--- src/rtl/vector_sequencer_if.sv ---
// Stimulus/response handshake bundle between the vector sequencer (master)
// and the unit under test (slave).
interface vector_sequencer_if #(
   parameter int DW = 8
);
   logic          stim_valid;
   logic [DW-1:0] stim_data;
   logic          stim_ready;
   logic          resp_valid;
   logic [DW-1:0] resp_data;

   modport master (
      output stim_valid,
      output stim_data,
      input  stim_ready,
      input  resp_valid,
      input  resp_data
   );

   modport slave (
      input  stim_valid,
      input  stim_data,
      output stim_ready,
      output resp_valid,
      output resp_data
   );
endinterface

--- src/rtl/vector_sequencer.sv ---
// Vector sequencer: issues (stimulus, expected) pairs from a loadable table
// to the UUT over valid/ready, checks each response and keeps pass/fail/
// timeout tallies plus the index of the first failing vector.
module vector_sequencer #(
   parameter int DW  = 8,
   parameter int AW  = 4,
   parameter int TMO = 15
) (
   input  logic                clk,
   input  logic                reset,
   input  logic                start,
   input  logic [AW:0]         num_vec,
   input  logic                vec_we,
   input  logic [AW-1:0]       vec_addr,
   input  logic [DW-1:0]       vec_stim,
   input  logic [DW-1:0]       vec_exp,
   vector_sequencer_if.master  bus,
   output logic                busy,
   output logic                done,
   output logic [AW:0]         pass_cnt,
   output logic [AW:0]         fail_cnt,
   output logic [AW:0]         tmo_cnt,
   output logic [AW-1:0]       first_fail_idx,
   output logic                first_fail_vld
);

   localparam int          DEPTH    = 2**AW;
   localparam logic [AW:0] DEPTH_C  = (AW+1)'(DEPTH);
   localparam logic [7:0]  TMO_LAST = 8'(TMO - 1);

   typedef enum logic [2:0] {S_IDLE, S_ISSUE, S_WAIT, S_CHECK, S_DONE} state_t;

   state_t        state_q, state_n;
   logic [DW-1:0] stim_mem [DEPTH];
   logic [DW-1:0] exp_mem  [DEPTH];
   logic [AW-1:0] idx_q;
   logic [AW-1:0] idx_nxt;
   logic [AW:0]   num_q;
   logic [7:0]    tmo_q;
   logic [DW-1:0] resp_q;
   logic          stim_valid_q;
   logic [DW-1:0] stim_data_q;
   logic          start_ok;
   logic          last;
   logic          advance;
   logic          chk_fail;
   logic          tmo_hit;

   assign start_ok = start && (state_q == S_IDLE || state_q == S_DONE);
   assign idx_nxt  = idx_q + AW'(1);
   assign last     = ({1'b0, idx_q} + (AW+1)'(1)) == num_q;

   assign bus.stim_valid = stim_valid_q;
   assign bus.stim_data  = stim_data_q;
   assign busy = (state_q == S_ISSUE) || (state_q == S_WAIT) || (state_q == S_CHECK);
   assign done = (state_q == S_DONE);

   // Vector table write port; contents survive reset.
   always_ff @(posedge clk) begin
      if (vec_we) begin
         stim_mem[vec_addr] <= vec_stim;
         exp_mem[vec_addr]  <= vec_exp;
      end
   end

   // State register.
   always_ff @(posedge clk or posedge reset) begin
      if (reset) state_q <= S_IDLE;
      else       state_q <= state_n;
   end

   // Next state plus the per-vector advance/verdict strobes.
   always_comb begin
      state_n  = state_q;
      advance  = 1'b0;
      chk_fail = 1'b0;
      tmo_hit  = 1'b0;
      case (state_q)
         S_IDLE, S_DONE: begin
            if (start) state_n = (num_vec == '0) ? S_DONE : S_ISSUE;
         end
         S_ISSUE: begin
            if (bus.stim_ready) state_n = S_WAIT;
         end
         S_WAIT: begin
            if (bus.resp_valid) begin
               state_n = S_CHECK;
            end else if (tmo_q == TMO_LAST) begin
               tmo_hit = 1'b1;
               advance = 1'b1;
            end
         end
         S_CHECK: begin
            advance  = 1'b1;
            chk_fail = (resp_q != exp_mem[idx_q]);
         end
         default: state_n = S_IDLE;
      endcase
      if (advance) state_n = last ? S_DONE : S_ISSUE;
   end

   // Datapath: stimulus register, timeout counter, response capture, tallies.
   always_ff @(posedge clk or posedge reset) begin
      if (reset) begin
         stim_valid_q   <= 1'b0;
         stim_data_q    <= '0;
         idx_q          <= '0;
         num_q          <= '0;
         tmo_q          <= '0;
         resp_q         <= '0;
         pass_cnt       <= '0;
         fail_cnt       <= '0;
         tmo_cnt        <= '0;
         first_fail_idx <= '0;
         first_fail_vld <= 1'b0;
      end else begin
         if (start_ok) begin
            pass_cnt       <= '0;
            fail_cnt       <= '0;
            tmo_cnt        <= '0;
            first_fail_idx <= '0;
            first_fail_vld <= 1'b0;
            idx_q          <= '0;
            num_q          <= (num_vec > DEPTH_C) ? DEPTH_C : num_vec;
            if (num_vec != '0) begin
               stim_valid_q <= 1'b1;
               stim_data_q  <= stim_mem[AW'(0)];
            end
         end
         if (state_q == S_ISSUE && bus.stim_ready) begin
            stim_valid_q <= 1'b0;
            tmo_q        <= '0;
         end
         if (state_q == S_WAIT) begin
            if (bus.resp_valid) resp_q <= bus.resp_data;
            else if (!tmo_hit)  tmo_q  <= tmo_q + 8'd1;
         end
         if (advance) begin
            if (chk_fail || tmo_hit) begin
               fail_cnt <= fail_cnt + (AW+1)'(1);
               if (tmo_hit) tmo_cnt <= tmo_cnt + (AW+1)'(1);
               if (!first_fail_vld) begin
                  first_fail_idx <= idx_q;
                  first_fail_vld <= 1'b1;
               end
            end else begin
               pass_cnt <= pass_cnt + (AW+1)'(1);
            end
            // Next stimulus is registered on the advance edge so it is valid
            // on the very first ISSUE cycle.
            if (!last) begin
               idx_q        <= idx_nxt;
               stim_valid_q <= 1'b1;
               stim_data_q  <= stim_mem[idx_nxt];
            end
         end
      end
   end

endmodule

--- src/flat_wrapper.sv ---
// flat-port wrapper written by rule: the top's interface ports become plain ports
module vector_sequencer_flat 
#(
   parameter int DW  = 8,
   parameter int AW  = 4,
   parameter int TMO = 15
)
  (clk, reset, start, num_vec, vec_we, vec_addr, vec_stim, vec_exp, busy, done, pass_cnt, fail_cnt, tmo_cnt, first_fail_idx, first_fail_vld, bus_stim_valid, bus_stim_data, bus_stim_ready, bus_resp_valid, bus_resp_data);
  vector_sequencer_if #(.DW(DW)) bus_i ();
  input  logic clk;
  input  logic reset;
  input  logic start;
  input  logic [AW:0] num_vec;
  input  logic vec_we;
  input  logic [AW-1:0] vec_addr;
  input  logic [DW-1:0] vec_stim;
  input  logic [DW-1:0] vec_exp;
  output logic busy;
  output logic done;
  output logic [AW:0] pass_cnt;
  output logic [AW:0] fail_cnt;
  output logic [AW:0] tmo_cnt;
  output logic [AW-1:0] first_fail_idx;
  output logic first_fail_vld;
  output wire logic [$bits(bus_i.stim_valid)-1:0] bus_stim_valid;
  output wire logic [$bits(bus_i.stim_data)-1:0] bus_stim_data;
  input wire logic [$bits(bus_i.stim_ready)-1:0] bus_stim_ready;
  input wire logic [$bits(bus_i.resp_valid)-1:0] bus_resp_valid;
  input wire logic [$bits(bus_i.resp_data)-1:0] bus_resp_data;
  assign bus_stim_valid = bus_i.stim_valid;
  assign bus_stim_data = bus_i.stim_data;
  assign bus_i.stim_ready = bus_stim_ready;
  assign bus_i.resp_valid = bus_resp_valid;
  assign bus_i.resp_data = bus_resp_data;
  vector_sequencer #(.DW(DW), .AW(AW), .TMO(TMO)) u_core (.clk(clk), .reset(reset), .start(start), .num_vec(num_vec), .vec_we(vec_we), .vec_addr(vec_addr), .vec_stim(vec_stim), .vec_exp(vec_exp), .bus(bus_i), .busy(busy), .done(done), .pass_cnt(pass_cnt), .fail_cnt(fail_cnt), .tmo_cnt(tmo_cnt), .first_fail_idx(first_fail_idx), .first_fail_vld(first_fail_vld));
endmodule
--- config.mk ---
export PLATFORM = sky130hd
export DESIGN_NAME = vector_sequencer_flat
export DESIGN_NICKNAME = d
export VERILOG_FILES = /design/src/rtl/vector_sequencer_if.sv /design/src/rtl/vector_sequencer.sv /design/src/flat_wrapper.sv
export SDC_FILE = /design/constraint.sdc
export NUM_CORES = 1
export LEC_CHECK = 0
export BUFFER_PORTS_ARGS = -buffer_cell sky130_fd_sc_hd__buf_2
export CAP_MARGIN = 20
export CORE_MARGIN = 1
export CORE_UTILIZATION = 60
export DETAILED_ROUTE_END_ITERATION = 8
export PLACE_DENSITY = 0.79
export SYNTH_ARGS = -nofsm -noshare
export SYNTH_HDL_FRONTEND = slang
export SYNTH_SLANG_ARGS = --single-unit
export TNS_END_PERCENT = 100
--- constraint.sdc ---
create_clock -name clk -period 4.3 [get_ports clk]
set_clock_uncertainty 0.15 [all_clocks]
set_input_delay 0.43 -clock clk [delete_from_list [all_inputs] [get_ports clk]]
set_output_delay 0.43 -clock clk [all_outputs]
set_load 0.02 [all_outputs]
==> results of run 1 <==
-- power by group --
group          total (W)  leakage (nW)  switching [W]  internal (W)
Sequential       0.00379          3.05       0.000274       0.00351
Clock            0.00269         0.491        0.00108       0.00161
Combinational    0.00252          1.66        0.00129       0.00124
-- per-layer routing --
metal  GRT usage  vias to the layer above
met2       0.434                      391
li1            -                     2972
met3      0.0363                       52
met5           0                        -
met1       0.369                     3558
met4      0.0789                        0
-- cell usage after synthesis, types with 3 or more instances --
library cell    n  area share
a21oi_1         3      0.0012
and2_1          4      0.0020
and3_1          3      0.0015
buf_1           4      0.0012
buf_2           8      0.0032
buf_6           3      0.0027
clkbuf_1       10      0.0030
dfrtp_1        57        0.11
edfxtp_1      256        0.61
ha_1            6      0.0059
inv_1           8      0.0024
inv_2           3     0.00089
mux2_2         11      0.0098
mux2i_1        41       0.032
mux4_2         69        0.12
nand2_1        48       0.014
nand2b_1       10      0.0049
nand3_1        24      0.0095
nand4_1         5      0.0025
nor2_1         27      0.0080
nor3_1          8      0.0032
nor4_1          5      0.0025
o211ai_1        5      0.0030
o21ai_0        26       0.010
o31ai_1         4      0.0024
xnor2_1        12      0.0083
xor2_1          3      0.0021
-- worst max-delay path by stage --
stage | from | endpoint | slack (ns) | cells past startpoint
2_1_floorplan | u_core.idx_q[1]$_DFF_PP0_ | u_core.bus.stim_data[0]$_DFF_PP0_ | 1.30 | 8
3_3_place_gp | u_core.idx_q[1]$_DFF_PP0_ | u_core.pass_cnt[0]$_DFF_PP0_ | 0.77 | 9
3_5_place_dp | u_core.idx_q[1]$_DFF_PP0_ | u_core.pass_cnt[0]$_DFF_PP0_ | 0.57 | 9
4_1_cts | u_core.idx_q[1]$_DFF_PP0_ | u_core.pass_cnt[0]$_DFF_PP0_ | 0.53 | 9
5_1_grt | u_core.idx_q[1]$_DFF_PP0_ | u_core.first_fail_vld$_DFF_PP0_ | 0.17 | 9
6_report | u_core.idx_q[3]$_DFF_PP0_ | u_core.pass_cnt[0]$_DFF_PP0_ | 0.48 | 8
-- logic make-up (layout without fill, tap and decap cells) --
| family | Yosys count | in the layout | synth area share |
|---|---|---|---|
| adder cells (fa/ha/maj) | 6 | 6 | 0.00593 |
| buffers and inverters | 39 | 171 | 0.0156 |
| XOR/XNOR | 16 | 16 | 0.0117 |
| flip-flops | 313 | 313 | 0.720 |
| multiplexers | 122 | 122 | 0.167 |
| AO/OA/AOI/OAI | 52 | 52 | 0.0253 |
| AND/OR/NAND/NOR | 144 | 144 | 0.0550 |
-- state kept, by name, summed over array words and instances, names as in the netlist --
| name | flops |
|---|---|
| u_core.bus.stim_data | 8 |
| u_core.bus.stim_valid | 1 |
| u_core.exp_mem | 128 |
| u_core.fail_cnt | 5 |
| u_core.first_fail_idx | 4 |
| u_core.first_fail_vld | 1 |
| u_core.idx_q | 4 |
| u_core.num_q | 5 |
| u_core.pass_cnt | 5 |
| u_core.resp_q | 8 |
| u_core.state_q | 3 |
| u_core.stim_mem | 128 |
| u_core.tmo_cnt | 5 |
| u_core.tmo_q | 8 |
-- critical path, stage by stage, from the launching register on --
cell and delay (ns):
dfrtp_1 1.00, inv_2 0.29, a2111oi_0 0.64, nor4_1 0.14, nor3_1 0.18, o221ai_1 0.18, nor4_4 0.69, and2_1 0.26
mux2i_1 0.19
-- per-stage QoR --
stage | cell area (µm²) | hold WS, ns
after floorplan | 12700 | 0.319
after global placement | 13400 | 0.306
after detailed placement | 13400 | 0.323
after CTS | 14500 | 0.00864
after global routing | 14500 | 0.0255
final | 14500 | 0.0246
-- layout make-up --
| class | count | area share |
|---|---|---|
| clock buffers | 36 | 0.0547 |
| clock inverters | 18 | 0.0148 |
| inverters | 11 | 0.00284 |
| multi-input cells | 340 | 0.232 |
| flip-flops and latches | 313 | 0.628 |
| well taps | 270 | 0.0233 |
| repair buffers | 106 | 0.0446 |
-- timing repair --
| action | in CTS | in global routing |
|---|---|---|
| endpoints found under the setup margin | 0 | 0 |
| endpoints found under the hold margin | 66 | 0 |
| buffers inserted | 0 | 0 |
| gates resized for setup | 0 | 0 |
| hold buffers | 10 | 0 |
==> results by group, run 1 <==
Outcome
  • Status: completed

Clock tree
  • CTS buffer count: 31
  • Clock root buffer: clkbuf_16
  • Max clock buf depth: 3
  • H-tree depth: 1
  • Clock-pin slew on the worst setup and hold paths: approximately 0.070 ns
  • CTS tree: yes
  • Clk_lat worst skew: between 0.5 and 0.6 ns
  • Clock sinks: 313

Die
  • Die height: 147 µm
  • Die ar.: 21700 µm²
  • # rows: 52
  • Starting Density: 0.618
  • Chip width: 147 µm
  • Core Box Area: 20500 µm²
  • Ports: 70

Setup path
  • Reg2Reg Depth: 8
  • WP data required: 4.61 ns
  • Critical path class: reg2reg
  • Register-to-register setup slack: a little under 0.5 ns
  • Critical Path AT: 4.13 ns
  • Worst-path fanout max: 21
  • R2R Path Start: u_core.idx_q[3]$_DFF_PP0_
  • Startpoint Class: flop
  • R2R Path End: u_core.pass_cnt[0]$_DFF_PP0_
  • Critical Path End Type: flop

Synthesis
  • Top_reg_cell synth: edfxtp_1
  • Mapped cell area: 12700 µm²
  • Mapped Cells: 692
  • Number of synthesized flops with an enable pin: 256
  • Syn Nets: 737
  • Asr flop ratio synth: 0.182
  • Netlist cell types: 48
  • Register area share after synthesis: 0.720
  • Avg Inst Size Synth: 18.3 µm²
  • Synth warn: 0
  • #FFs+latches synth: 313

STA
  • Tightest Pin Transition: 1.04 ns
  • RSZ-0062 raised after global routing: no
  • Post-layout min period: between 3 and 4 ns
  • Setup tns final: 0 ns
  • Fin crit share: 0.888
  • Slew Limit Fails: 0
  • Final setup margin: 0.483 ns
  • Final Hold Fails: 0
  • Maximum clock rate: 262 MHz
  • # setup viols final: 0
  • Relative slew slack: 0.305

Finish
  • Commonest non-fill, non-tap cell in the layout: edfxtp_1
  • Fin util: 0.709
  • # fillers: ~1200
  • Most frequent cells in the layout: edfxtp_1, mux4_2, buf_2
  • Area of the multi-input gates: 3370 µm²
  • Ratio of cells with drive above 1 in the final layout: 0.284
  • ANT cells: 0
  • P&R area growth vs syn: 14.7%
  • Layout Nets: 848
  • Seq. cell area: 9120 µm²
  • Final cell count without fillers: 1094

Global route
  • Overflow after GRT: 0
  • Largest net degree at the start of global routing: 58
  • GR Util All Layers: 0.262
  • Vias in the first global route: 7196
  • Initial antenna violation count: 0
  • First-pass GRT wire length: 42.0 mm

Power
  • Pwr/cell area: 619 nW/µm²
  • Total power draw: 0.00900 W
  • Pleak: about 5.2 nW
  • Worst vdd ir: 0.415 mV

Place
  • Setup WS pre-CTS: 0.568 ns
  • Placed insts: 1030
  • Port buffer count: 69
  • Detailed placement HPWL: 15.9 mm
  • GP Congestion: 0.823

Routing
  • Routed length on met2: between 10 and 15 mm
  • Vias per cell: 6.37
  • Met1 Routed Length: 10.9 mm
  • Drt first pass iters: 5
  • # DRC: 0
  • Starting DRT DRC Count: 720
  • Routed wire length: 27.4 mm
  • WL/cell: 25.0 µm
  • Via count: between 6000 and 7000
  • Routed wl met3: 2.12 mm
  • Antenna violation net count after detailed routing: 0
  • Highest Signal Layer: met4

Min path
  • Hold Path Sink: u_core.num_q[0]$_DFFE_PP0P_
  • Min-Delay Path Class: in2reg
  • Hold Path Stages: 3
  • Hold Startpoint: num_vec[0]

Flow run
  • Maxcap violations: 0
Power figures use the tool's default switching activity.
==> run 2: changes to the inputs <==
ABC_AREA = 1   (was default)
PLACE_DENSITY = 0.78   (was 0.79)
SLEW_MARGIN = 20   (was default)
==> run 2 against run 1 <==
  * Critical path depth grew 7
  * Non-clock buffer count up 2
  * Die area up 4.5%
  * Design area grew 4.0%
  * First-iteration DRC count increased by 38%
  * Hold slack got worse by 0.0025 ns
  * Utilization shrank 1.4 points
  * Setup slack improved by 0.52 ns
  * Final cell count rose by 45%
  * Synthesized cell count is 73% higher
  * Wire length is 13% higher
  * Critical path type unchanged
  * Largest cell class unchanged
==> results by group, run 2 <==
STA
  • Setup tns final: 0 ns (unchanged)
  • Tightest Pin Transition: 0.766 ns (-0.274 ns)
  • RSZ-0062 raised after global routing: no
  • Relative slew slack: 0.489 (+0.184)
  • Maximum clock rate: 303 MHz (+16%)
  • Post-layout min period: 3.30 ns (-0.517 ns)
  • Fin crit share: 0.768 (-0.120)
  • # setup viols final: 0 (unchanged)
  • Final Hold Fails: 0 (unchanged)
  • Slew Limit Fails: 0 (unchanged)

Setup path
  • Critical path class: reg2reg
  • Critical-path cell list: clkinv_2 > buf_4 > nand2_1 > nand2_1 > nand2_1 > nand3_1 > nand3_1 > nand3_1 > nand2_1 > nor2_1 > nand3_2 > o21ai_4 > inv_1 > nand2_1 > nand2_1
  • Startpoint Class: flop
  • WP depth: 15 (+7)
  • WP buf/inv: 3 (+2)
  • Reg2Reg Depth: 15 (+7)
  • Delay-heaviest family, CP: simple AND/OR/NAND/NOR gates
  • Crit path top cell by count: nand2_1
  • WP data required: 4.61 ns (about the same)
  • Critical Path End Type: flop
  • Critical Path AT: 3.61 ns (-0.52 ns)
  • Worst path max stage delay: 0.66 ns (-0.34 ns)
  • Crit-path slowest cell: dfrtp_4
  • Worst-path fanout max: 73 (+250%)

Synthesis
  • Commonest cells post-synth: edfxtp_1, nand2_1, nor2_1, nand3_1, inv_1
  • Area leader, netlist: edfxtp_1
  • #FFs+latches synth: 313 (unchanged)
  • Syn Nets: 1239 (+68%)
  • Post-synth top area share: 0.580 (-0.0267)
  • Register area share after synthesis: 0.688 (-0.0317)
  • Area contributors post-synth: edfxtp_1, dfrtp_1, nand2_1
  • Cell with the most instances after synthesis: edfxtp_1
  • Synth warn: 0 (unchanged)
  • Mapped cell area: 13200 µm² (+4.6%)
  • Avg Inst Size Synth: 11.1 µm² (-39%)
  • Number of synthesized flops with an enable pin: 256 (unchanged)
  • Asr flop ratio synth: 0.182 (unchanged)
  • Mapped Cells: 1194 (+73%)
  • Top_reg_cell synth: edfxtp_1
  • Netlist cell types: 38 (-21%)

Clock tree
  • Post-CTS Setup Bufs: 0 (unchanged)
  • Post-CTS sizing: 0 (unchanged)
  • Clk_lat worst skew: 0.57 ns (+0.02 ns)
  • Cts hold-fix bufs: 12 (+2)
  • Clock-pin slew on the worst setup and hold paths: 0.06 ns (about the same)
  • H-tree depth: 1 (unchanged)
  • Max clock buf depth: 3 (unchanged)
  • Clock root buffer: clkbuf_16
  • CTS buffer count: 31 (unchanged)
  • CTS tree: yes
  • Clock sinks: 313 (unchanged)

Power
  • Sequential power share: 0.435 (+0.014)
  • Pleak: 5.98 nW (+15%)
  • Pwr/cell area: 557 nW/µm² (-10%)
  • Clock share of power: 0.325 (+0.026)
  • Sw Share: 0.318 (+0.0249)
  • Worst vdd ir: 0.465 mV (+12%)
  • P_int: 0.00574 W (-9.7%)
  • Total net switching power: 0.00268 W (+1.5%)
  • Combinational Power Share: 0.239 (-0.041)

Finish
  • Area of the multi-input gates: 3480 µm² (+3.0%)
  • Commonest non-fill, non-tap cell in the layout: edfxtp_1
  • Most frequent cells in the layout: edfxtp_1, nand2_1, nor2_1
  • Final cell count without fillers: 1585 (+45%)
  • Biggest regs: u_core.exp_mem (128), u_core.stim_mem (128)
  • Seq. cell area: 9120 µm² (about the same)
  • # fillers: 1503 (+22%)
  • ANT cells: 0 (unchanged)
  • Ratio of cells with drive above 1 in the final layout: 0.139 (-0.145)
  • P&R area growth vs syn: 14.0%
  • Layout Nets: 1325 (+56%)

Outcome
  • Status: completed

Die
  • Core Box Area: 21800 µm² (+6.2%)
  • # rows: 54 (+3.8%)
  • Chip width: 151 µm (+2.2%)
  • Die ar.: 22700 µm² (+4.5%)
  • Starting Density: 0.609 (-0.00903)
  • Die height: 151 µm (+2.2%)
  • Ports: 70 (unchanged)

Min path
  • Hold Path Stages: 3 (unchanged)
  • Min-Delay Path Class: in2reg

Routing
  • Antenna violation net count after detailed routing: 0 (unchanged)
  • Vias per cell: 5.90 (-7.4%)
  • Starting DRT DRC Count: 991 (+38%)
  • Drt first pass iters: 6 (+1)
  • WL/cell: 19.6 µm (-22%)
  • # DRC: 0 (unchanged)
  • Routed wire length: 31.0 mm (+13%)
  • Via count: 9352 (+34%)

Place
  • Detailed placement HPWL: 17.8 mm (+12%)
  • Port buffer count: 69 (unchanged)
  • GP Congestion: 0.830 (+0.81%)
  • Placed insts: 1515 (+47%)

Global route
  • Vias in the first global route: 8727 (+21%)
  • First-pass GRT wire length: 47.0 mm (+12%)
  • Initial antenna violation count: 0 (unchanged)
  • GR Util All Layers: 0.278 (+0.0156)
  • Largest net degree at the start of global routing: 74 (+28%)
  • Overflow after GRT: 0 (unchanged)

Flow run
  • Maxcap violations: 0 (unchanged)
==> run 2: layout make-up <==
| class | count | area share |
|---|---|---|
| Clock buffer | 46 | 0.0610 |
| Clock inverter | 12 | 0.00903 |
| Inverter | 113 | 0.0282 |
| Multi-Input combinational cell | 713 | 0.230 |
| Sequential cell | 313 | 0.604 |
| Tap cell | 280 | 0.0232 |
| Timing Repair Buffer | 108 | 0.0451 |
==> run 2: path summary, 6_finish.rpt <==
path / startpoint / to / slack (ns)
max: u_core.idx_q[0]$_DFF_PP0_ / u_core.first_fail_idx[0]$_DFF_PP0_ / 1.0
max in group asynchronous: reset / u_core.bus.stim_valid$_DFF_PP0_ / 2.80
min in group asynchronous: reset / u_core.num_q[1]$_DFFE_PP0P_ / 0.39
max reg2reg: u_core.idx_q[0]$_DFF_PP0_ / u_core.first_fail_idx[0]$_DFF_PP0_ / 1.0
min: bus_resp_data[6] / u_core.resp_q[6]$_DFFE_PP0P_ / 0.02
min reg2reg: u_core.tmo_cnt[4]$_DFF_PP0_ / u_core.tmo_cnt[4]$_DFF_PP0_ / 0.33
==> run 2: per-layer routing <==
layer | wire length, µm | global-route usage | up-vias
met1 | 12800 | 0.392 | 4457
met2 | 14500 | 0.445 | 510
met3 | 2990 | 0.0433 | 65
met4 | 767 | 0.0890 | 0
met5 | 0 | 0 | -
li1 | - | - | 4320
==> run 2: worst min-delay path, stage by stage <==
cell	delay, ns
buf_2	0.10
nor2_1	0.10
a21oi_1	0.05
==> run 2: power by group through the flow <==
stage          Sequential, W  Combinational (W)  Clock [W]
6_report             0.00366            0.00202    0.00274
5_1_grt              0.00369            0.00225    0.00286
4_1_cts              0.00366            0.00200    0.00275
3_5_place_dp         0.00372            0.00197          0
3_3_place_gp         0.00371            0.00191          0
2_1_floorplan        0.00372            0.00145          0
==> run 2: kinds of logic after synthesis <==
| kind of cell | count (synthesis) | share of synthesized area |
|---|---|---|
| adders and majority gates | 6 | 0.00567 |
| and+or+nand+nor | 508 | 0.159 |
| AOI/OAI and AO/OA | 186 | 0.0838 |
| buffers and inverters | 168 | 0.0535 |
| DFF | 313 | 0.688 |
| xor gates and xnor gates | 9 | 0.00652 |
| muxes | 4 | 0.00321 |
==> run 2: metrics by stage <==
step	hold slack, ns	utilization	cell area [µm²]	setup slack [ns]	total power [W]
6_report	0.0221	0.694	15100	1.00	0.00842
3_5_place_dp	0.321	0.640	13900	1.09	0.00569
4_1_cts	0.0126	0.694	15100	1.04	0.00842
5_1_grt	0.0567	0.694	15100	0.761	0.00880
3_3_place_gp	0.309	0.640	13900	1.14	0.00563
2_1_floorplan	0.311	-	13200	2.08	0.00517
==> run 3: changes to the inputs <==
clock period = 3.1 ns   (was 4.3 ns; I/O delays follow)
==> run 3 against run 2 <==
  * First-iteration DRC count up 8.3%
  * Die area unchanged
  * Critical path depth unchanged
  * Clock-buffer cell count down 4
  * Clock power up 22%
  * Sequential power up 38%
  * Fmax up 16%
  * Global-route usage up 0.44 points
==> results by group, run 3 (synthesized netlist as in run 2, its figures left out) <==
Clock tree
  • Post-CTS Setup Bufs: 0 (unchanged)
  • Post-CTS sizing: 0 (unchanged)
  • Clock root buffer: clkbuf_16
  • H-tree depth: 1 (unchanged)
  • CTS tree: yes
  • Clock-pin slew on the worst setup and hold paths: 0.06 ns (about the same)
  • Max clock buf depth: 3 (unchanged)
  • Clk_lat worst skew: 0.55 ns (-0.02 ns)
  • Clock sinks: 313 (unchanged)
  • CTS buffer count: 30 (-3.2%)

Routing
  • WL/cell: 19.5 µm (-0.30%)
  • Routed wire length: 31.5 mm (+1.5%)
  • Vias per cell: 5.89 (-0.18%)
  • Via count: 9506 (+1.6%)
  • Antenna violation net count after detailed routing: 0 (unchanged)
  • Drt first pass iters: 5 (-1)
  • # DRC: 0 (unchanged)
  • Starting DRT DRC Count: 1073 (+8.3%)

Finish
  • Most frequent cells in the layout: edfxtp_1, nand2_1, nor2_1
  • Biggest regs: u_core.exp_mem (128), u_core.stim_mem (128)
  • Final instance area: 15300 µm² (+0.98%)
  • P&R area growth vs syn: 15.1%
  • Commonest non-fill, non-tap cell in the layout: edfxtp_1
  • Layout Nets: 1356 (+2.3%)
  • ANT cells: 0 (unchanged)
  • Ratio of cells with drive above 1 in the final layout: 0.132 (-0.00676)

Global route
  • Largest net degree at the start of global routing: 98 (+32%)
  • Initial antenna violation count: 0 (unchanged)
  • GR Util All Layers: 0.282 (+0.00442)
  • First-pass GRT wire length: 47.7 mm (+1.4%)
  • Vias in the first global route: 8801 (+0.85%)
  • Overflow after GRT: 0 (unchanged)

Power
  • Sw Share: 0.325 (+0.00691)
  • Sequential power share: 0.444 (+0.009)
  • Pwr/cell area: 744 nW/µm² (+34%)
  • Worst vdd ir: 0.515 mV (+11%)
  • Clock share of power: 0.295 (-0.030)
  • Pleak: 6.02 nW (+0.77%)
  • Combinational Power Share: 0.261 (+0.022)
  • P_int: 0.00766 W (+34%)
  • Total net switching power: 0.00369 W (+38%)

STA
  • Relative slew slack: 0.531 (+0.0419)
  • Slew Limit Fails: 0 (unchanged)
  • Fin crit share: 0.921 (+0.154)
  • RSZ-0062 raised after global routing: no
  • Post-layout min period: 2.86 ns (-0.444 ns)
  • # setup viols final: 0 (unchanged)
  • Setup tns final: 0 ns (unchanged)
  • Tightest Pin Transition: 0.703 ns (-0.0628 ns)
  • Final Hold Fails: 0 (unchanged)
  • Maximum clock rate: 350 MHz (+16%)

Setup path
  • Critical-path cell list: clkinv_2 > buf_12 > nand2_1 > nand3_1 > nand3_1 > nand3_1 > nand2_1 > nand2_1 > nand2_1 > nor2_1 > nand3_2 > o21ai_4 > inv_1 > nand2_1 > nand2_1
  • Critical Path AT: 3.15 ns (-0.46 ns)
  • Worst-path fanout max: 76 (+4.1%)
  • Critical path class: reg2reg
  • Crit path top cell by count: nand2_1
  • WP data required: 3.39 ns (-1.22 ns)
  • Crit-path slowest cell: dfrtp_4
  • Critical Path End Type: flop
  • Startpoint Class: flop
  • Worst path max stage delay: 0.51 ns (-0.15 ns)

Place
  • GP Congestion: 0.856 (+3.1%)
  • Placed Area: 14000 µm² (+0.45%)
  • Port buffer count: 69 (unchanged)
  • Detailed placement HPWL: 17.8 mm (+0.23%)

Die
  • Die ar.: 22700 µm² (unchanged)
  • Starting Density: 0.609 (unchanged)
  • Die height: 151 µm (unchanged)
  • Chip width: 151 µm (unchanged)
  • Core Box Area: 21800 µm² (unchanged)
  • Ports: 70 (unchanged)
  • # rows: 54 (unchanged)

Outcome
  • Status: completed

Min path
  • Min-Delay Path Class: in2async

Flow run
  • Maxcap violations: 0 (unchanged)
-- run 3: cell types whose count changed in the layout (fill, tap and decap cells not counted), sizes merged --
cell,previous run,this run
buf,96,104
clkbuf,46,42
clkinv,9,14
dlygate4sd3,12,36
inv,112,110
bufinv,2,0
-- run 3: what timing repair did --
action / 4_1_cts / 5_1_grt
hold buffers: 36 / 0
hold endpoints to repair: 328 / 0
setup endpoints to repair: 0 / 0
-- run 3: final cells by class --
| class | count | area, µm² |
|---|---|---|
| clock buffers | 42 | 837 |
| clock inverters | 13 | 65.1 |
| inverters | 113 | 425 |
| flip-flops and latches | 313 | 9120 |
| repair buffers | 140 | 993 |
| well taps | 280 | 350 |
| fillers | 1491 | 6500 |
| multi-input cells | 713 | 3470 |
-- run 3: final timing paths --
kind / startpoint / cells after the start / end / slack [ns]
max: u_core.idx_q[0]$_DFF_PP0_ / 15 / u_core.first_fail_idx[2]$_DFF_PP0_ / 0.24
min: reset / 3 / u_core.resp_q[2]$_DFFE_PP0P_ / 0.06
max reg2reg: u_core.idx_q[0]$_DFF_PP0_ / 15 / u_core.first_fail_idx[2]$_DFF_PP0_ / 0.24
min reg2reg: u_core.tmo_cnt[4]$_DFF_PP0_ / 1 / u_core.tmo_cnt[4]$_DFF_PP0_ / 0.32
max in group asynchronous: reset / 4 / u_core.idx_q[0]$_DFF_PP0_ / 2.04
min in group clk: start / 5 / u_core.bus.stim_valid$_DFF_PP0_ / 0.08
-- run 3: layer usage --
metal  vias up  global-route usage  share of wire
met5         -                   0              0
met4         0               0.101          0.026
met3        75              0.0573           0.11
met2       550               0.440           0.46
met1      4502               0.397           0.40
li1       4379                   -              -
-- run 3: power by group through the flow --
stage	clock, W	combinational, W	sequential, W
after detailed placement	0	0.00286	0.00511
after global routing	0.00354	0.00326	0.00507
after global placement	0	0.00275	0.00511
after CTS	0.00339	0.00293	0.00503
after floorplan	0	0.00202	0.00515
final	0.00335	0.00296	0.00504
-- run 3: stage by stage --
stage | instances | setup WS [ns] | hold slack, ns | utilization | total power [W]
finish | 1614 | 0.244 | 0.0614 | 0.701 | 0.0114
global route | 1614 | 0.0691 | 0.0829 | 0.701 | 0.0119
CTS | 1614 | 0.301 | 0.0519 | 0.701 | 0.0114
detailed placement | 1523 | 0.344 | 0.0829 | 0.643 | 0.00797
global placement | 1523 | 0.409 | 0.0805 | 0.643 | 0.00785
floorplan | 1194 | 0.878 | 0.259 | - | 0.00717
-- run 3: worst max-delay path, delay by kind of cell (launching register included) --
family          cells  cell delay, ns
compound gates      1            0.39
simple gates       11            1.13
buf+inv             3            0.51
flops               1            0.51
